$ cat src/rtl/uart_tx_arbiter_pkg.sv
// rtl/uart_tx_arbiter_pkg.sv - shared state codes, frame defaults and line level for the UART TX arbiter
package uart_tx_arbiter_pkg;

  typedef enum logic [2:0] {
    ST_IDLE  = 3'd0,
    ST_ARM   = 3'd1,
    ST_START = 3'd2,
    ST_DATA  = 3'd3,
    ST_STOP  = 3'd4
  } state_t;

  localparam int DATA_BITS_DEF = 8;
  localparam int STOP_BITS_DEF = 1;

  localparam logic LINE_IDLE = 1'b1;

endpackage

$ cat src/rtl/uart_tx_shift.sv
// rtl/uart_tx_shift.sv - frame serialiser: shift register, bit/stop counters and the registered tx line
module uart_tx_shift
  import uart_tx_arbiter_pkg::*;
#(
  parameter int DATA_BITS = DATA_BITS_DEF,
  parameter int STOP_BITS = STOP_BITS_DEF
) (
  input  logic                 clk,
  input  logic                 reset,
  input  logic                 baud_en,
  input  logic                 load,
  input  logic [DATA_BITS-1:0] load_data,
  input  state_t               state,
  output logic                 tx,
  output logic                 last_bit,
  output logic                 last_stop
);

  localparam logic [2:0] LAST_BIT  = 3'(DATA_BITS - 1);
  localparam logic       LAST_STOP = 1'(STOP_BITS - 1);

  logic [DATA_BITS-1:0] shreg;
  logic [2:0]           bit_cnt;
  logic                 stop_cnt;

  always_ff @(posedge clk or negedge reset) begin
    if (!reset) begin
      shreg    <= '0;
      bit_cnt  <= '0;
      stop_cnt <= 1'b0;
      tx       <= LINE_IDLE;
    end else if (load) begin
      shreg    <= load_data;
      bit_cnt  <= '0;
      stop_cnt <= 1'b0;
    end else if (baud_en) begin
      case (state)
        ST_ARM:   tx <= 1'b0;
        ST_START: begin
          tx      <= shreg[0];
          bit_cnt <= '0;
        end
        // tx takes the bit that becomes shreg[0] after this shift
        ST_DATA: begin
          if (bit_cnt != LAST_BIT) begin
            shreg   <= shreg >> 1;
            tx      <= shreg[1];
            bit_cnt <= bit_cnt + 3'd1;
          end else begin
            tx       <= LINE_IDLE;
            stop_cnt <= 1'b0;
          end
        end
        ST_STOP: begin
          if (stop_cnt != LAST_STOP) stop_cnt <= stop_cnt + 1'b1;
        end
        default:  tx <= LINE_IDLE;
      endcase
    end
  end

  assign last_bit  = (bit_cnt == LAST_BIT);
  assign last_stop = (stop_cnt == LAST_STOP);

endmodule

$ cat src/rtl/uart_tx_arbiter.sv
// rtl/uart_tx_arbiter.sv - round-robin arbiter sharing one baud-timed UART tx line between two byte requesters
module uart_tx_arbiter
  import uart_tx_arbiter_pkg::*;
#(
  parameter int DATA_BITS = DATA_BITS_DEF,
  parameter int STOP_BITS = STOP_BITS_DEF
) (
  input  logic                 clk,
  input  logic                 reset,
  input  logic                 baud_en,
  input  logic                 req0,
  input  logic [DATA_BITS-1:0] data0,
  output logic                 ack0,
  input  logic                 req1,
  input  logic [DATA_BITS-1:0] data1,
  output logic                 ack1,
  output logic                 tx,
  output logic                 busy,
  output logic                 grant_id
);

  state_t               state;
  state_t               state_nxt;
  logic                 last_grant;
  logic                 grant;
  logic                 winner;
  logic [DATA_BITS-1:0] win_data;
  logic                 last_bit;
  logic                 last_stop;

  always_ff @(posedge clk or negedge reset) begin
    if (!reset) state <= ST_IDLE;
    else        state <= state_nxt;
  end

  always_comb begin
    state_nxt = state;
    case (state)
      ST_IDLE:  if (req0 || req1)           state_nxt = ST_ARM;
      ST_ARM:   if (baud_en)                state_nxt = ST_START;
      ST_START: if (baud_en)                state_nxt = ST_DATA;
      ST_DATA:  if (baud_en && last_bit)    state_nxt = ST_STOP;
      ST_STOP:  if (baud_en && last_stop)   state_nxt = ST_IDLE;
      default:                              state_nxt = ST_IDLE;
    endcase
  end

  // A tie goes to whichever requester did not win last time.
  always_comb begin
    grant    = (state == ST_IDLE) && (req0 || req1);
    winner   = (req0 && req1) ? ~last_grant : req1;
    win_data = winner ? data1 : data0;
  end

  always_ff @(posedge clk or negedge reset) begin
    if (!reset) begin
      ack0       <= 1'b0;
      ack1       <= 1'b0;
      grant_id   <= 1'b0;
      last_grant <= 1'b1;
    end else begin
      ack0 <= grant && !winner;
      ack1 <= grant && winner;
      if (grant) begin
        grant_id   <= winner;
        last_grant <= winner;
      end
    end
  end

  assign busy = (state != ST_IDLE);

  uart_tx_shift #(
    .DATA_BITS(DATA_BITS),
    .STOP_BITS(STOP_BITS)
  ) u_shift (
    .clk       (clk),
    .reset     (reset),
    .baud_en   (baud_en),
    .load      (grant),
    .load_data (win_data),
    .state     (state),
    .tx        (tx),
    .last_bit  (last_bit),
    .last_stop (last_stop)
  );

endmodule

$ cat config.mk
export PLATFORM = sky130hd
export DESIGN_NAME = uart_tx_arbiter
export DESIGN_NICKNAME = d
export VERILOG_FILES = /design/src/rtl/uart_tx_arbiter_pkg.sv /design/src/rtl/uart_tx_shift.sv /design/src/rtl/uart_tx_arbiter.sv
export SDC_FILE = /design/constraint.sdc
export NUM_CORES = 1
export LEC_CHECK = 0
export BUFFER_PORTS_ARGS = -buffer_cell sky130_fd_sc_hd__buf_2
export CELL_PAD_IN_SITES_DETAIL_PLACEMENT = 1
export CELL_PAD_IN_SITES_GLOBAL_PLACEMENT = 2
export CORE_ASPECT_RATIO = 0.9
export CORE_MARGIN = 10
export CORE_UTILIZATION = 33
export CTS_BUF_LIST = sky130_fd_sc_hd__clkbuf_2 sky130_fd_sc_hd__clkbuf_4 sky130_fd_sc_hd__clkbuf_8
export CTS_CLUSTER_DIAMETER = 100
export DETAILED_ROUTE_END_ITERATION = 10
export GPL_ROUTABILITY_DRIVEN = 0
export PLACE_DENSITY_LB_ADDON = 0.12
export SYNTH_ARGS = -nofsm -noshare
export SYNTH_HDL_FRONTEND = slang
export SYNTH_HIERARCHICAL = 1
export SYNTH_SLANG_ARGS = --single-unit
$ cat constraint.sdc
create_clock -name clk -period 2.35 [get_ports clk]
set_input_delay 0.47 -clock clk [delete_from_list [all_inputs] [get_ports clk]]
set_output_delay 0.47 -clock clk [all_outputs]
set_load 0.01 [all_outputs]
==> impl_metrics.xml <==
<?xml version="1.0" encoding="UTF-8"?>
<metrics>
  <group name="run_status">
    <metric name="status" unit="">finished, final reports clean</metric>
  </group>
  <group name="routing">
    <metric name="detail_route.first_pass.iterations" unit="">4</metric>
    <metric name="first_iter_violations" unit="">22</metric>
    <metric name="routed-via-count" unit="">926</metric>
    <metric name="final_antenna_net_count" unit="">0</metric>
    <metric name="post-route-drc-count" unit="">0</metric>
    <metric name="post_drt_wl_per_cell" unit="um">15.90</metric>
    <metric name="route.final.wire_length" unit="mm">2.878</metric>
    <metric name="viasPerCell" unit="">5.116</metric>
  </group>
  <group name="timing">
    <metric name="worst_clock_skew" unit="ns">0.001350</metric>
    <metric name="layout_worst_path_cycle_share" unit="">0.8033</metric>
    <metric name="grt_setup_unrepaired" unit="">false</metric>
    <metric name="setup-violations-final" unit="">0</metric>
    <metric name="hold_violations" unit="">0</metric>
    <metric name="slew_violations" unit="">0</metric>
    <metric name="timing.slew.headroom" unit="">0.6385</metric>
    <metric name="min_period" unit="ns">1.888</metric>
    <metric name="final_tns_setup" unit="ns">0</metric>
    <metric name="fmax" unit="MHz">529.7</metric>
    <metric name="worst-slew-pin-transition" unit="ns">0.5400</metric>
  </group>
  <group name="floorplan">
    <metric name="floorplan.die_area" unit="mm2">0.006045</metric>
    <metric name="floorplan.die.height" unit="um">74.77</metric>
    <metric name="std_cell_rows" unit="">19</metric>
    <metric name="die_width" unit="um">80.85</metric>
    <metric name="initial_core_util" unit="">0.3505</metric>
    <metric name="core_region_area" unit="mm2">0.003138</metric>
    <metric name="floorplan.io_pins" unit="">26</metric>
  </group>
  <group name="worst_setup_path">
    <metric name="worstPathArrival" unit="ns">2.07</metric>
    <metric name="worstSetupEndpointType" unit="">register</metric>
    <metric name="reg2regPathDepth" unit="">6</metric>
    <metric name="timing.rr.start" unit="">state[2]$_DFFE_PN0P_</metric>
    <metric name="worstSetupStartpointType" unit="">register</metric>
    <metric name="critPathMaxFanout" unit="">17</metric>
    <metric name="crit_path_start" unit="">state[2]$_DFFE_PN0P_</metric>
    <metric name="r2r_slack" unit="ns">0.46</metric>
    <metric name="critPathRequiredTime" unit="ns">2.53</metric>
    <metric name="crit-reg2reg-capture" unit="">u_shift/shreg[0]$_DFFE_PN0P_</metric>
    <metric name="timing.setup.critical_path_class" unit="">reg -&gt; reg</metric>
  </group>
  <group name="layout">
    <metric name="areaGrowthSynthToFinish" unit="%">20.36</metric>
    <metric name="drive_gt1_frac" unit="">0.3525</metric>
    <metric name="count_of_nets_after_finishing" unit="">163</metric>
    <metric name="fillers" unit="">378</metric>
    <metric name="most_common_cell_after_layout_fill_and_taps_aside" unit="">sky130_fd_sc_hd__buf_2</metric>
    <metric name="most-common-layout-cells" unit="">sky130_fd_sc_hd__buf_2, sky130_fd_sc_hd__dfrtp_1, sky130_fd_sc_hd__a21oi_1</metric>
    <metric name="final_core_util" unit="">0.4219</metric>
    <metric name="finalNonFillerCells" unit="">181</metric>
    <metric name="antenna_cells" unit="">0</metric>
  </group>
  <group name="yosys">
    <metric name="synth.ff_latch_count" unit="">19</metric>
    <metric name="synth_edf_count" unit="">0</metric>
    <metric name="synth-warning-count" unit="">6</metric>
    <metric name="postSynthNetCount" unit="">135</metric>
    <metric name="synth.cell_area" unit="mm2">0.001100</metric>
    <metric name="syn_avg_cell_area" unit="um2">9.820</metric>
    <metric name="postSynth.asyncResetShare" unit="">1.000</metric>
    <metric name="synth_cells" unit="">112</metric>
    <metric name="ys_seq_area_frac" unit="">0.4346</metric>
    <metric name="synth_cell_type_count" unit="">34</metric>
    <metric name="synth_ff_type" unit="">sky130_fd_sc_hd__dfrtp_1</metric>
  </group>
  <group name="power">
    <metric name="clkPwrFrac" unit="">0.221</metric>
    <metric name="cell_internal_pwr" unit="uW">721.3</metric>
    <metric name="swShare" unit="">0.3208</metric>
    <metric name="ir_worst_vdd" unit="mV">0.4418</metric>
    <metric name="power.switching" unit="uW">340.7</metric>
    <metric name="p_comb_frac" unit="">0.308</metric>
    <metric name="power.share.sequential" unit="">0.471</metric>
    <metric name="power_density" unit="mW/mm2">802.2</metric>
    <metric name="p_leak" unit="nW">0.5973</metric>
  </group>
  <group name="grt">
    <metric name="maximum_number_of_pins_on_one_net_before_global_route_repair" unit="">20</metric>
    <metric name="antenna_violations_before_repair" unit="">0</metric>
    <metric name="grt_pass1_vias" unit="">1002</metric>
    <metric name="grt_overflow" unit="">0</metric>
    <metric name="grt_pass1_wl" unit="mm">4.830</metric>
    <metric name="gr-usage-all-layers" unit="">0.1019</metric>
  </group>
  <group name="placed_design">
    <metric name="numPlacedInstances" unit="">177</metric>
    <metric name="dp_hpwl" unit="mm">2.143</metric>
    <metric name="portBuffers" unit="">25</metric>
  </group>
  <group name="cts">
    <metric name="cts_tree" unit="">yes</metric>
    <metric name="cts-resized-gates" unit="">0</metric>
    <metric name="cts_sinks" unit="">19</metric>
    <metric name="clk_pin_slew_worst_paths" unit="ns">0.07</metric>
    <metric name="clk_path_buf_depth" unit="">2</metric>
    <metric name="clock_latency" unit="ns">0.25</metric>
    <metric name="cts_hold_repair.buffers" unit="">0</metric>
    <metric name="ctsRootBufferMaster" unit="">sky130_fd_sc_hd__clkbuf_8</metric>
    <metric name="cts_buffers" unit="">3</metric>
    <metric name="htreeDepth" unit="">1</metric>
    <metric name="cts_setup_buffers" unit="">0</metric>
  </group>
  <group name="min_path">
    <metric name="min-delay-path-class" unit="">in -&gt; async</metric>
  </group>
  <group name="run">
    <metric name="maxCapViolCount" unit="">0</metric>
  </group>
</metrics>
kinds of logic (layout without fill, tap and decap cells):
family	count (synthesis)	in the layout	share of synthesized area
compound gates	41	41	0.2207
simple gates	33	33	0.1968
flops	19	19	0.4346
mux	9	9	0.09215
buf+inv	7	34	0.02959
fa+ha+maj	2	2	0.02275
other cells	1	1	0.003410
power groups by stage:
stage                     sequential (mW)  clock, mW  combinational (mW)
after floorplan                     0.505          0               0.215
after global placement              0.504          0               0.324
after detailed placement            0.508          0               0.333
after CTS                           0.502      0.249               0.334
after global routing                0.514      0.264               0.381
final                               0.501      0.235               0.327
final cells by class:
| class | count | area [um2] | area share |
|---|---|---|---|
| multi-input cells | 86 | 589.3 | 0.4452 |
| flip-flops and latches | 19 | 478.0 | 0.3611 |
| repair buffers | 28 | 147.6 | 0.1115 |
| well taps | 42 | 52.55 | 0.03970 |
| clock buffers | 4 | 48.80 | 0.03686 |
| inverters | 2 | 7.507 | 0.005671 |
synth_stat cells, drive strengths merged (2+ instances only):
master | count | area (um2)
dfrtp | 17 | 425.4
o21ai | 14 | 70.06
a21oi | 13 | 65.06
a31oi | 9 | 56.30
mux2 | 9 | 101.4
nor2b | 8 | 50.05
nand2 | 4 | 15.01
nor2 | 4 | 15.01
and2 | 3 | 20.02
buf | 3 | 17.52
and3b | 2 | 17.52
clkbuf | 2 | 7.510
dfstp | 2 | 52.55
ha | 2 | 25.02
inv | 2 | 7.510
nand2b | 2 | 12.51
nand4 | 2 | 12.51
nor3 | 2 | 21.27
registers in the layout (all words and copies together), names as in the netlist:
| name | count |
|---|---|
| ack0 | 1 |
| ack1 | 1 |
| grant_id | 1 |
| last_grant | 1 |
| state | 3 |
| u_shift/bit_cnt | 3 |
| u_shift/shreg | 8 |
| u_shift/tx | 1 |
routing by layer:
layer  track usage  wire (um)
met1        0.1277       1353
met2        0.1546       1354
met3       0.03929        135
met4       0.04031         35
met5             0          0
worst max-delay path by stage:
stage / slack (ns) / end
3_5_place_dp: 0.47 / u_shift/tx$_DFFE_PN1P_
2_1_floorplan: 0.72 / u_shift/shreg[2]$_DFFE_PN0P_
5_1_grt: 0.21 / u_shift/shreg[0]$_DFFE_PN0P_
4_1_cts: 0.45 / u_shift/shreg[0]$_DFFE_PN0P_
6_report: 0.46 / u_shift/shreg[0]$_DFFE_PN0P_
3_3_place_gp: 0.50 / u_shift/tx$_DFFE_PN1P_
stage by stage:
step,setup WS [ns],area [um2],total power [mW],hold slack [ns]
3_5_place_dp,0.4690,1275,0.8406,0.4419
4_1_cts,0.4523,1324,1.085,0.1568
6_report,0.4623,1324,1.062,0.1483
5_1_grt,0.2134,1324,1.159,0.1626
3_3_place_gp,0.5048,1275,0.8279,0.4407
2_1_floorplan,0.7215,1100,0.7200,0.1744
critical path, stage by stage (launching register included):
cell                      delay, ns
sky130_fd_sc_hd__dfrtp_1       0.52
sky130_fd_sc_hd__nor3_4        0.31
sky130_fd_sc_hd__o21ai_0       0.19
sky130_fd_sc_hd__inv_1         0.38
sky130_fd_sc_hd__buf_4         0.21
sky130_fd_sc_hd__a31oi_1       0.04
sky130_fd_sc_hd__a21oi_1       0.16
(Power assumes the default switching activity.)
